File: config.mk
export PLATFORM = sky130hd
export DESIGN_NAME = wb_arbiter_flat
export DESIGN_NICKNAME = d
export VERILOG_FILES = /design/src/rtl/wb_arbiter_pkg.sv /design/src/rtl/wb_arbiter_if.sv /design/src/rtl/wb_arbiter_watchdog.sv /design/src/rtl/wb_arbiter.sv /design/src/flat_wrapper.sv
export SDC_FILE = /design/constraint.sdc
export NUM_CORES = 1
export LEC_CHECK = 0
export ABC_AREA = 1
export CAP_MARGIN = 5
export CORE_AREA = 2 2 124 126
export CTS_BUF_LIST = sky130_fd_sc_hd__clkbuf_4 sky130_fd_sc_hd__clkbuf_8
export DETAILED_ROUTE_END_ITERATION = 6
export DIE_AREA = 0 0 126 128
export PLACE_DENSITY = 0.54
export SLEW_MARGIN = 20
export SYNTH_ARGS = -nofsm -noshare
export SYNTH_HDL_FRONTEND = slang
export SYNTH_HIERARCHICAL = 1
export SYNTH_SLANG_ARGS = --single-unit
File: constraint.sdc
create_clock -name clk -period 2.3 [get_ports clk]
set_input_delay 0.46 -clock clk [delete_from_list [all_inputs] [get_ports clk]]
set_output_delay 0.46 -clock clk [all_outputs]
set_load 0.01 [all_outputs]
File: src/rtl/wb_arbiter_pkg.sv
// Shared types and constants for the two-master Wishbone arbiter.
// Optional feature macro: WB_ARB_ROUND_ROBIN_EN (round-robin tie break).
package wb_arbiter_pkg;

    localparam int WB_AW              = 32;
    localparam int WB_DW              = 32;
    localparam int WB_SW              = WB_DW / 8;
    localparam int WB_TIMEOUT_DEFAULT = 64;

    typedef enum logic [1:0] {
        IDLE   = 2'd0,
        GRANT0 = 2'd1,
        GRANT1 = 2'd2,
        ABORT  = 2'd3
    } wb_arb_state_t;

    // One-hot grant vector seen by the outside world for a given state.
    function automatic logic [1:0] grant_of(wb_arb_state_t s);
        logic [1:0] g;
        g = 2'b00;
        if (s == GRANT0) g = 2'b01;
        if (s == GRANT1) g = 2'b10;
        return g;
    endfunction

endpackage

File: src/rtl/wb_arbiter_if.sv
// Wishbone classic bus bundle. The master modport drives the request side,
// the slave modport drives the response side.
interface wb_bus_t;
    import wb_arbiter_pkg::*;

    logic             cyc;
    logic             stb;
    logic             we;
    logic [WB_SW-1:0] sel;
    logic [WB_AW-1:0] adr;
    logic [WB_DW-1:0] dat_w;
    logic [WB_DW-1:0] dat_r;
    logic             ack;
    logic             err;

    modport master (
        output cyc, stb, we, sel, adr, dat_w,
        input  dat_r, ack, err
    );

    modport slave (
        input  cyc, stb, we, sel, adr, dat_w,
        output dat_r, ack, err
    );

endinterface

File: src/rtl/wb_arbiter_watchdog.sv
// Stall watchdog: counts waiting strobe cycles of the granted master and
// flags expiry on the cycle the count would reach TIMEOUT_CYCLES.
module wb_watchdog
    import wb_arbiter_pkg::*;
#(
    parameter int TIMEOUT_CYCLES = WB_TIMEOUT_DEFAULT
) (
    input  logic clk,
    input  logic rstn_i,
    input  logic enable,
    input  logic clear,
    input  logic tick,
    output logic expired
);

    localparam int            CW    = $clog2(TIMEOUT_CYCLES + 1);
    localparam logic [CW-1:0] LIMIT = CW'(TIMEOUT_CYCLES - 1);

    logic [CW-1:0] r_cnt;

    // Count waiting cycles; any ack/err/grant loss restarts the count.
    always_ff @(posedge clk or negedge rstn_i) begin
        if (!rstn_i) begin
            r_cnt <= '0;
        end else if (!enable || clear) begin
            r_cnt <= '0;
        end else if (tick) begin
            r_cnt <= r_cnt + CW'(1);
        end
    end

    // Expire combinationally so err/abort land on the Nth waiting cycle itself.
    assign expired = enable & tick & ~clear & (r_cnt == LIMIT);

endmodule

File: src/rtl/wb_arbiter.sv
// Two-master Wishbone arbiter: m0 (instruction) and m1 (data) share s_bus.
// Grant is registered (one cycle from request to bus), held for the whole
// cyc window, handed over without an idle bubble, and aborted by a watchdog
// if the slave stalls. Optional macro WB_ARB_ROUND_ROBIN_EN: ties go to the
// master not granted most recently; otherwise m1 always wins a tie.
module wb_arbiter
    import wb_arbiter_pkg::*;
#(
    parameter int TIMEOUT_CYCLES = WB_TIMEOUT_DEFAULT
) (
    input  logic       clk,
    input  logic       rstn_i,
    wb_bus_t.slave     m0_bus,
    wb_bus_t.slave     m1_bus,
    wb_bus_t.master    s_bus,
    output logic [1:0] grant_o,
    output logic       timeout_o
);

    wb_arb_state_t r_state;
    wb_arb_state_t w_state_nxt;

    // Per-master lockout after an abort, released once that master drops cyc.
    logic [1:0] r_blk;

    logic w_req0;
    logic w_req1;
    logic w_tie_m0;
    logic w_gnt_cyc;
    logic w_gnt_stb;
    logic w_drop;
    logic w_wd_en;
    logic w_wd_clr;
    logic w_wd_tick;
    logic w_expired;

    assign w_req0 = m0_bus.cyc & m0_bus.stb & ~r_blk[0];
    assign w_req1 = m1_bus.cyc & m1_bus.stb & ~r_blk[1];

`ifdef WB_ARB_ROUND_ROBIN_EN
    // Last-grant marker: 1 = m1 was granted most recently.
    logic r_last_m1;

    // Track who was granted last so a tie goes to the other master.
    always_ff @(posedge clk or negedge rstn_i) begin
        if (!rstn_i) begin
            r_last_m1 <= 1'b1;
        end else if (w_state_nxt == GRANT0) begin
            r_last_m1 <= 1'b0;
        end else if (w_state_nxt == GRANT1) begin
            r_last_m1 <= 1'b1;
        end
    end

    assign w_tie_m0 = r_last_m1;
`else
    assign w_tie_m0 = 1'b0;
`endif

    // Qualifiers of whichever master currently owns the bus.
    assign w_gnt_cyc = (r_state == GRANT0) ? m0_bus.cyc :
                       (r_state == GRANT1) ? m1_bus.cyc : 1'b0;
    assign w_gnt_stb = (r_state == GRANT0) ? m0_bus.stb :
                       (r_state == GRANT1) ? m1_bus.stb : 1'b0;

    // Owner releasing the bus this cycle (grant is about to change).
    assign w_drop    = ((r_state == GRANT0) | (r_state == GRANT1)) & ~w_gnt_cyc;

    assign w_wd_en   = (r_state == GRANT0) | (r_state == GRANT1);
    assign w_wd_tick = w_gnt_cyc & w_gnt_stb & ~s_bus.ack;
    assign w_wd_clr  = s_bus.ack | s_bus.err | w_drop;

    generate
        if (TIMEOUT_CYCLES > 0) begin : g_wd
            wb_watchdog #(
                .TIMEOUT_CYCLES (TIMEOUT_CYCLES)
            ) u_wd (
                .clk     (clk),
                .rstn_i  (rstn_i),
                .enable  (w_wd_en),
                .clear   (w_wd_clr),
                .tick    (w_wd_tick),
                .expired (w_expired)
            );
        end else begin : g_no_wd
            assign w_expired = 1'b0;
        end
    endgenerate

    // State register.
    always_ff @(posedge clk or negedge rstn_i) begin
        if (!rstn_i) begin
            r_state <= IDLE;
        end else begin
            r_state <= w_state_nxt;
        end
    end

    // Abort lockout: set on watchdog expiry, cleared once the master lets go.
    always_ff @(posedge clk or negedge rstn_i) begin
        if (!rstn_i) begin
            r_blk <= 2'b00;
        end else begin
            if ((r_state == GRANT0) && w_expired) r_blk[0] <= 1'b1;
            else if (!m0_bus.cyc)                 r_blk[0] <= 1'b0;
            if ((r_state == GRANT1) && w_expired) r_blk[1] <= 1'b1;
            else if (!m1_bus.cyc)                 r_blk[1] <= 1'b0;
        end
    end

    // Next-state: arbitrate from IDLE, hand over directly on cyc release.
    always_comb begin
        w_state_nxt = r_state;
        case (r_state)
            IDLE: begin
                if (w_req0 && w_req1) w_state_nxt = w_tie_m0 ? GRANT0 : GRANT1;
                else if (w_req0)      w_state_nxt = GRANT0;
                else if (w_req1)      w_state_nxt = GRANT1;
            end
            GRANT0: begin
                if (w_expired)        w_state_nxt = ABORT;
                else if (!m0_bus.cyc) w_state_nxt = w_req1 ? GRANT1 : IDLE;
            end
            GRANT1: begin
                if (w_expired)        w_state_nxt = ABORT;
                else if (!m1_bus.cyc) w_state_nxt = w_req0 ? GRANT0 : IDLE;
            end
            ABORT:   w_state_nxt = IDLE;
            default: w_state_nxt = IDLE;
        endcase
    end

    // Bus steering: owner's request passes through, responses go only to it.
    always_comb begin
        s_bus.cyc    = 1'b0;
        s_bus.stb    = 1'b0;
        s_bus.we     = 1'b0;
        s_bus.sel    = '0;
        s_bus.adr    = '0;
        s_bus.dat_w  = '0;
        m0_bus.ack   = 1'b0;
        m0_bus.err   = 1'b0;
        m0_bus.dat_r = '0;
        m1_bus.ack   = 1'b0;
        m1_bus.err   = 1'b0;
        m1_bus.dat_r = '0;
        case (r_state)
            GRANT0: begin
                s_bus.cyc    = m0_bus.cyc & ~w_expired;
                s_bus.stb    = m0_bus.stb & ~w_expired;
                s_bus.we     = m0_bus.we;
                s_bus.sel    = m0_bus.sel;
                s_bus.adr    = m0_bus.adr;
                s_bus.dat_w  = m0_bus.dat_w;
                m0_bus.ack   = s_bus.ack;
                m0_bus.err   = s_bus.err | w_expired;
                m0_bus.dat_r = s_bus.dat_r;
            end
            GRANT1: begin
                s_bus.cyc    = m1_bus.cyc & ~w_expired;
                s_bus.stb    = m1_bus.stb & ~w_expired;
                s_bus.we     = m1_bus.we;
                s_bus.sel    = m1_bus.sel;
                s_bus.adr    = m1_bus.adr;
                s_bus.dat_w  = m1_bus.dat_w;
                m1_bus.ack   = s_bus.ack;
                m1_bus.err   = s_bus.err | w_expired;
                m1_bus.dat_r = s_bus.dat_r;
            end
            default: ;
        endcase
    end

    assign grant_o   = grant_of(r_state);
    assign timeout_o = w_expired;

endmodule

File: src/flat_wrapper.sv
// flat-port wrapper written by rule: the top's interface ports become plain ports
module wb_arbiter_flat import wb_arbiter_pkg::*;
#(
    parameter int TIMEOUT_CYCLES = WB_TIMEOUT_DEFAULT
)
  (clk, rstn_i, grant_o, timeout_o, m0_bus_cyc, m0_bus_stb, m0_bus_we, m0_bus_sel, m0_bus_adr, m0_bus_dat_w, m0_bus_dat_r, m0_bus_ack, m0_bus_err, m1_bus_cyc, m1_bus_stb, m1_bus_we, m1_bus_sel, m1_bus_adr, m1_bus_dat_w, m1_bus_dat_r, m1_bus_ack, m1_bus_err, s_bus_cyc, s_bus_stb, s_bus_we, s_bus_sel, s_bus_adr, s_bus_dat_w, s_bus_dat_r, s_bus_ack, s_bus_err);
  wb_bus_t m0_bus_i ();
  wb_bus_t m1_bus_i ();
  wb_bus_t s_bus_i ();
  input  logic clk;
  input  logic rstn_i;
  output logic [1:0] grant_o;
  output logic timeout_o;
  input wire logic [$bits(m0_bus_i.cyc)-1:0] m0_bus_cyc;
  input wire logic [$bits(m0_bus_i.stb)-1:0] m0_bus_stb;
  input wire logic [$bits(m0_bus_i.we)-1:0] m0_bus_we;
  input wire logic [$bits(m0_bus_i.sel)-1:0] m0_bus_sel;
  input wire logic [$bits(m0_bus_i.adr)-1:0] m0_bus_adr;
  input wire logic [$bits(m0_bus_i.dat_w)-1:0] m0_bus_dat_w;
  output wire logic [$bits(m0_bus_i.dat_r)-1:0] m0_bus_dat_r;
  output wire logic [$bits(m0_bus_i.ack)-1:0] m0_bus_ack;
  output wire logic [$bits(m0_bus_i.err)-1:0] m0_bus_err;
  input wire logic [$bits(m1_bus_i.cyc)-1:0] m1_bus_cyc;
  input wire logic [$bits(m1_bus_i.stb)-1:0] m1_bus_stb;
  input wire logic [$bits(m1_bus_i.we)-1:0] m1_bus_we;
  input wire logic [$bits(m1_bus_i.sel)-1:0] m1_bus_sel;
  input wire logic [$bits(m1_bus_i.adr)-1:0] m1_bus_adr;
  input wire logic [$bits(m1_bus_i.dat_w)-1:0] m1_bus_dat_w;
  output wire logic [$bits(m1_bus_i.dat_r)-1:0] m1_bus_dat_r;
  output wire logic [$bits(m1_bus_i.ack)-1:0] m1_bus_ack;
  output wire logic [$bits(m1_bus_i.err)-1:0] m1_bus_err;
  output wire logic [$bits(s_bus_i.cyc)-1:0] s_bus_cyc;
  output wire logic [$bits(s_bus_i.stb)-1:0] s_bus_stb;
  output wire logic [$bits(s_bus_i.we)-1:0] s_bus_we;
  output wire logic [$bits(s_bus_i.sel)-1:0] s_bus_sel;
  output wire logic [$bits(s_bus_i.adr)-1:0] s_bus_adr;
  output wire logic [$bits(s_bus_i.dat_w)-1:0] s_bus_dat_w;
  input wire logic [$bits(s_bus_i.dat_r)-1:0] s_bus_dat_r;
  input wire logic [$bits(s_bus_i.ack)-1:0] s_bus_ack;
  input wire logic [$bits(s_bus_i.err)-1:0] s_bus_err;
  assign m0_bus_i.cyc = m0_bus_cyc;
  assign m0_bus_i.stb = m0_bus_stb;
  assign m0_bus_i.we = m0_bus_we;
  assign m0_bus_i.sel = m0_bus_sel;
  assign m0_bus_i.adr = m0_bus_adr;
  assign m0_bus_i.dat_w = m0_bus_dat_w;
  assign m0_bus_dat_r = m0_bus_i.dat_r;
  assign m0_bus_ack = m0_bus_i.ack;
  assign m0_bus_err = m0_bus_i.err;
  assign m1_bus_i.cyc = m1_bus_cyc;
  assign m1_bus_i.stb = m1_bus_stb;
  assign m1_bus_i.we = m1_bus_we;
  assign m1_bus_i.sel = m1_bus_sel;
  assign m1_bus_i.adr = m1_bus_adr;
  assign m1_bus_i.dat_w = m1_bus_dat_w;
  assign m1_bus_dat_r = m1_bus_i.dat_r;
  assign m1_bus_ack = m1_bus_i.ack;
  assign m1_bus_err = m1_bus_i.err;
  assign s_bus_cyc = s_bus_i.cyc;
  assign s_bus_stb = s_bus_i.stb;
  assign s_bus_we = s_bus_i.we;
  assign s_bus_sel = s_bus_i.sel;
  assign s_bus_adr = s_bus_i.adr;
  assign s_bus_dat_w = s_bus_i.dat_w;
  assign s_bus_i.dat_r = s_bus_dat_r;
  assign s_bus_i.ack = s_bus_ack;
  assign s_bus_i.err = s_bus_err;
  wb_arbiter #(.TIMEOUT_CYCLES(TIMEOUT_CYCLES)) u_core (.clk(clk), .rstn_i(rstn_i), .m0_bus(m0_bus_i), .m1_bus(m1_bus_i), .s_bus(s_bus_i), .grant_o(grant_o), .timeout_o(timeout_o));
endmodule
Yosys cells after proc, flatten, opt, wreduce, memory -nomap -nowiden
Cells that the tools add are included.
- register bits: 11
- output and inout port bits: 142
- add/sub/neg operators: 1
- equal/unequal tests: 9
- multiplexer cells: 34
- bitwise gates (word level): 24
- reductions and logical operators: 8
- operators by type and width (kind ; count):
    case mux 32 bit (2 select lines) ; 2
    2-to-1 mux 32 bit ; 2
    2-to-1 mux 2 bit ; 9
    bitwise AND 1 bit ; 14
    2-to-1 mux 1 bit ; 14
    2-to-1 mux 7 bit ; 2
    case mux 2 bit (4 select lines) ; 1
    case mux 4 bit (2 select lines) ; 1
    adder 7 x 1 -> 7 bit (second input constant) ; 1
    equality test 7 x 6 -> 1 bit (second input constant) ; 1
    != test 3 x 2 -> 1 bit (second input constant) ; 2
    inverter 1 bit ; 6
    case mux 1 bit (2 select lines) ; 3
    equality test 2 bit (second input constant) ; 2
    != test 2 x 1 -> 1 bit (second input constant) ; 2
    != test 4 x 1 -> 1 bit (second input constant) ; 1
    bitwise OR 1 bit ; 4
    logical AND 1 bit ; 3
    AND reduction 3 bit ; 1
    equality test 2 x 1 -> 1 bit (second input constant) ; 1
    zero test 2 bit ; 1
    nonzero test 2 bit ; 1
    zero test 1 bit ; 1
    logical OR 1 bit ; 1

Depth between registers and ports, before layout
- depth after elaboration: 12
- gate-level depth with buffers: 21
- depth with buffers taken out: 20

Hierarchy
The synthesis kept the hierarchy.
- modules (own cells, without submodules) (module ; instances ; cells each ; area an instance (um2) ; sequential area each (um2)):
    wb_arbiter ; 1 ; 435 ; 1971.9 ; 100.1
    wb_watchdog ; 1 ; 47 ; 379.1 ; 175.2

Worst setup path after synthesis
No wires, ideal clock.
- kind: flip-flop to output port
- start point: reg u_core.r_state[0]
- end point: out m0_bus_err
- data arrival time: 2207 ps
- required time: 1840 ps
- path slack: -367 ps
- cell stages (with the launch flop): 14
- path buffers: 1
- cell sequence: dfrtp_1 -> inv_1 -> ha_1 -> buf_6 -> nand2_1 -> nand2_1 -> o21ai_0 -> nor3_1 -> nand2_1 -> inv_1 -> nand3b_1 -> inv_1 -> inv_1 -> a21oi_1
- elaborated cells on any way between the ends: 18
- those cells by class: eq/ne: 2; mux: 5; bitwise: 11
- RTL lines (item ; line ; RTL):
    from (decl) ; wb_arbiter.sv:20 ; wb_arb_state_t r_state;
    from (signal assigned) ; wb_arbiter.sv:95 ; r_state <= w_state_nxt;
    equality test 2 bit ; wb_arbiter.sv:62, wb_arbiter.sv:64 ;
    2-to-1 mux 1 bit, on equally long branches ; wb_arbiter.sv:62, wb_arbiter.sv:64 ;
    2-to-1 mux 1 bit, on equally long branches ; wb_arbiter.sv:61, wb_arbiter.sv:63 ;
    bitwise AND 1 bit (*) (2 in series) ; wb_arbiter.sv:70 ; assign w_wd_tick = w_gnt_cyc & w_gnt_stb & ~s_bus.ack;
    net u_core.w_wd_tick ; wb_arbiter.sv:34 ; logic w_wd_tick;
    bitwise AND 1 bit (*) (3 in series) ; wb_arbiter_watchdog.sv:33 ; assign expired = enable & tick & ~clear & (r_cnt == LIMIT);
    net timeout_o ; flat_wrapper.sv:13 ; output logic timeout_o;
    bitwise OR 1 bit (*) ; wb_arbiter.sv:156 ; m0_bus.err = s_bus.err | w_expired;
    2-to-1 mux 1 bit (*) ; wb_arbiter.sv:147 ; case (r_state)
    to (decl) ; flat_wrapper.sv:22 ; output wire logic [$bits(m0_bus_i.err)-1:0] m0_bus_err;
Mark *: on every way through the listed nets, which the timed path passes. The rest lies on a longest branch.

Final worst setup path
- start point: reg u_core.r_state[0]
- end point: out s_bus_cyc
- longest elaborated chain between the ends: 12
- elaborated cells on any way between the ends: 20
- those cells by class: eq/ne: 2; mux: 5; bitwise: 13
- RTL lines (item ; line ; RTL):
    equality test 2 bit ; wb_arbiter.sv:62, wb_arbiter.sv:67 ;
    2-to-1 mux 1 bit ; wb_arbiter.sv:62 ; (r_state == GRANT1) ? m1_bus.cyc : 1'b0;
    2-to-1 mux 1 bit ; wb_arbiter.sv:61 ; assign w_gnt_cyc = (r_state == GRANT0) ? m0_bus.cyc :
    inverter 1 bit ; wb_arbiter.sv:67 ; assign w_drop = ((r_state == GRANT0) | (r_state == GRANT1)) & ~w_gnt_cyc;
    bitwise AND 1 bit (*) ; wb_arbiter.sv:67 ;
    bitwise OR 1 bit (*) ; wb_arbiter.sv:71 ; assign w_wd_clr = s_bus.ack | s_bus.err | w_drop;
    net u_core.w_wd_clr ; wb_arbiter.sv:33 ; logic w_wd_clr;
    inverter 1 bit (*) ; wb_arbiter_watchdog.sv:33 ;
    bitwise AND 1 bit (*) (2 in series) ; wb_arbiter_watchdog.sv:33 ;
    inverter 1 bit (*) ; wb_arbiter.sv:149, wb_arbiter.sv:160 ;
    bitwise AND 1 bit, on equally long branches ; wb_arbiter.sv:160, wb_arbiter.sv:149 ;
    case mux 1 bit (2 select lines) (*) ; wb_arbiter.sv:147 ;
    to (decl) ; flat_wrapper.sv:32 ; output wire logic [$bits(s_bus_i.cyc)-1:0] s_bus_cyc;
Marked as above.

==> flow_summary.ini <==
[outcome]
status = finished, violations left
violations = setup timing

[yosys]
synthSimpleGateAreaFrac = 0.453
synthAdderAreaFrac = 0.0266
synthCells = 482
synth_common_cells = nand2_1 (246), inv_1 (82), a21oi_1 (73), buf_2 (12)
ys_ff_latch = 11
synthArstFlopShare = 1.00
syn_nets = 665
synthesis.area_sq_um = 2350
synth_xor_area_frac = 0
yosys-top-cells-area = nand2_1 (39%), a21oi_1 (16%), inv_1 (13%), dfrtp_1 (12%), buf_6 (5.3%)
synth_top_family_by_area = simple AND/OR/NAND/NOR gates
seq_area_frac_synth = 0.117
synth-compound-area-share = 0.177
muxShareOfSynthArea = 0
synth-edff-count = 0
syn_area_per_cell_sq_um = 4.88
yosysTopAreaCellShare = 0.393
ys.flop_type = dfrtp_1
synth.distinct_cells = 23
synth_top_cell_by_area = nand2_1
ys_warn_count = 6
yosysMostFrequentCell = nand2_1

[drt]
vias_per_cell = 4.06
routed_wirelength_um = 16700
antenna_left = 0
vias = 4153
firstDrtPassIters = 6
drt-initial-drc-count = 142
wl_per_cell_um = 16.3
drc_errors = 0

[sta]
period_share = 1.08
hold_violations = 0
finalMaxSlewViolations = 0
relSlewSlack = 0.636
finalSetupViolations = 26
fin_worst_skew_ns = 0.000956
tightest_slew_ns = 0.544
fmax_ghz = 0.402
rsz0062_at_grt = true
layout_min_cycle_time_ns = 2.49
setup_ws_ns = -0.185

[min_path]
hold_depth = 2
hold_class = reg -> reg
holdPathEnd = u_core/r_blk[1]
min_from = u_core/r_blk[1]

[setup_path]
crit_arrival_ns = 2.03
end_kind = output pin
path_cells = buf_6, ha_4, nand2_2, nand2_4, o21ai_4, nand2_2, nand2_2, nor2_4, nand2_2, inv_2, nand3b_1, inv_2, buf_12, a211oi_2, buf_2
crit_top_cell = nand2_2
path_class = reg -> out
r2r_slack_ns = 0.02
crit_family = buffers and inverters
critical_path_required_ns = 1.84
ff2ff_path_depth = 21
slowest_delay_ns = 0.41
rr_endpoint = u_core/r_state[1]
startpoint_type = flip-flop
reg2reg_from = u_core/r_state[1]
cp_max_fo = 4
cp.buffers_inverters = 5
critPathSlowestCell = dfrtp_1

[job]
cap_violations = 0

[pwr]
sw_frac_of_total = 0.485
comb_power_share = 0.927
leakage_nw = 3.42
p_clk_frac = 0.034
power_density_nw_per_um2 = 939
power_switching_mw = 2.91
sequentialPowerShare = 0.039
report.power.total_mw = 6.01
internal-power_mw = 3.09
vdd_drop_max_v = 0.000420

[layout]
fin_cells = 1024
drive_gt1_frac = 0.214
areaGrowthSynthToFinish_pct = 172
finalInstanceArea_sq_um = 6390
num_antenna_cells = 0
fillers = 1582
final_nets = 1020

[clock_network]
cts.clk_slew.worst_paths_ns = 0.05
numCtsBuffers = 3
clock-sinks = 11
clock_path_buffers = 2
h-tree-depth = 1
cts_tree = done
clock_latency_ns = 0.24
cts_root_buf = clkbuf_8

[global_routing]
grtUsageTotal = 0.179
grt_pass1_vias = 3743
grt_first_pass_wirelength_um = 22700
overflow = 0
antenna_found_initial = 1
grt_max_degree = 35

[floorplanning]
ios = 320
dieArea_sq_um = 16100
core_area_sq_um = 14900
fp.dieH_um = 128
die_x_um = 126
rows = 45
initial_core_util = 0.158

[placed_design]
place_inst = 985
io_buffers = 319
gp_congestion = 0.790
postPlaceCellArea_sq_um = 5890
dp_hpwl_um = 11400
## power groups by stage
stage | Sequential [mW] | Clock (mW) | Combinational, mW
3_5_place_dp | 0.238 | 0 | 4.63
6_report | 0.236 | 0.203 | 5.57
5_1_grt | 0.240 | 0.218 | 6.01
4_1_cts | 0.230 | 0.213 | 5.13
2_1_floorplan | 0.235 | 0 | 2.19
3_3_place_gp | 0.236 | 0 | 4.65
## worst max path at each step
stage                            startpoint             to  slack (ns)  depth (start not counted)
after CTS                 u_core/r_state[1]  s_bus_adr[20]       -0.24                          6
after floorplan           u_core/r_state[0]     m0_bus_err       -0.03                         13
after detailed placement         m1_bus_cyc     m0_bus_err       -0.71                         14
after global placement           m0_bus_cyc     m0_bus_err       -0.69                         14
final                     u_core/r_state[0]      s_bus_cyc       -0.19                         15
after global routing      u_core/r_state[0]      s_bus_cyc       -0.35                         15
## cell type report
type / count / area, sq um / share of cell area
Sequential cell: 11 / 277 / 0.0432
Clock buffer: 3 / 41.3 / 0.00646
Timing Repair Buffer: 381 / 3800 / 0.595
Inverter: 84 / 325 / 0.0509
Tap cell: 188 / 235 / 0.0368
Multi-Input combinational cell: 356 / 1710 / 0.267
Clock inverter: 1 / 5.00 / 0.000783
## worst register-to-register path, stage by stage (launching register included)
cell and delay (ns):
dfrtp_2 0.44, inv_4 0.08, ha_4 0.16, nand2_2 0.07, nand2_4 0.08, o21ai_4 0.06
nor3_2 0.22, nand2_2 0.09, inv_2 0.05, nand3b_1 0.10, inv_2 0.12, buf_12 0.12
buf_4 0.10, buf_6 0.10, nand2_4 0.06, nand2_4 0.08, inv_2 0.03, nand2_1 0.05
nand2_1 0.05, nand2_1 0.05, nand2_1 0.05, nand2_1 0.05
## per-stage QoR
step / hold WS [ns] / setup WS [ns] / TNS (ns) / utilization
final: 0.487 / -0.185 / -1.58 / 0.430
after global routing: 0.527 / -0.350 / -5.60 / 0.430
after CTS: 0.484 / -0.245 / -3.17 / 0.412
after detailed placement: 0.472 / -0.708 / -11.79 / 0.396
after global placement: 0.480 / -0.695 / -10.98 / 0.396
after floorplan: 0.164 / -0.0318 / -0.0519 / -
## cells in the final DEF (no fill, tap or decap), drive strengths merged
master         count
nand3b             3
clkbuf            39
clkdlybuf4s15     36
dlygate4sd2       42
nand4              1
a21oi             73
clkinv             1
nor2              11
clkdlybuf4s50    174
dlymetal6s2s       2
nand2            247
a211oi             2
bufbuf             2
nand3              7
ha                 5
buf               89
nor3               1
dfrtp             11
inv               84
o21ai              6
## flip-flops by register name, summed over array words and instances (netlist names)
signal	flops
u_core/g_wd.u_wd/r_cnt	7
u_core/r_blk	2
u_core/r_state	2
## cells by family (layout without fill, tap and decap cells)
logic type,Yosys count,count (layout)
simple gates,270,270
buf+inv,115,469
compound gates,81,81
flops,11,11
fa+ha+maj,5,5
## per-layer routing
metal,part of all wire,vias up,global-route usage
met1,0.42,1837,0.229
met5,0.00078,-,0
met2,0.52,151,0.329
met3,0.055,10,0.0317
li1,-,2153,-
met4,0.0044,2,0.00970
## timing repair
action | CTS | global route
gates cloned | 10 | 7
resized for setup | 279 | 141
pin swaps | 4 | 12
buffers inserted | 8 | 12
setup endpoints to repair | 142 | 114
hold buffers | 0 | 0
(Power assumes the default switching activity.)
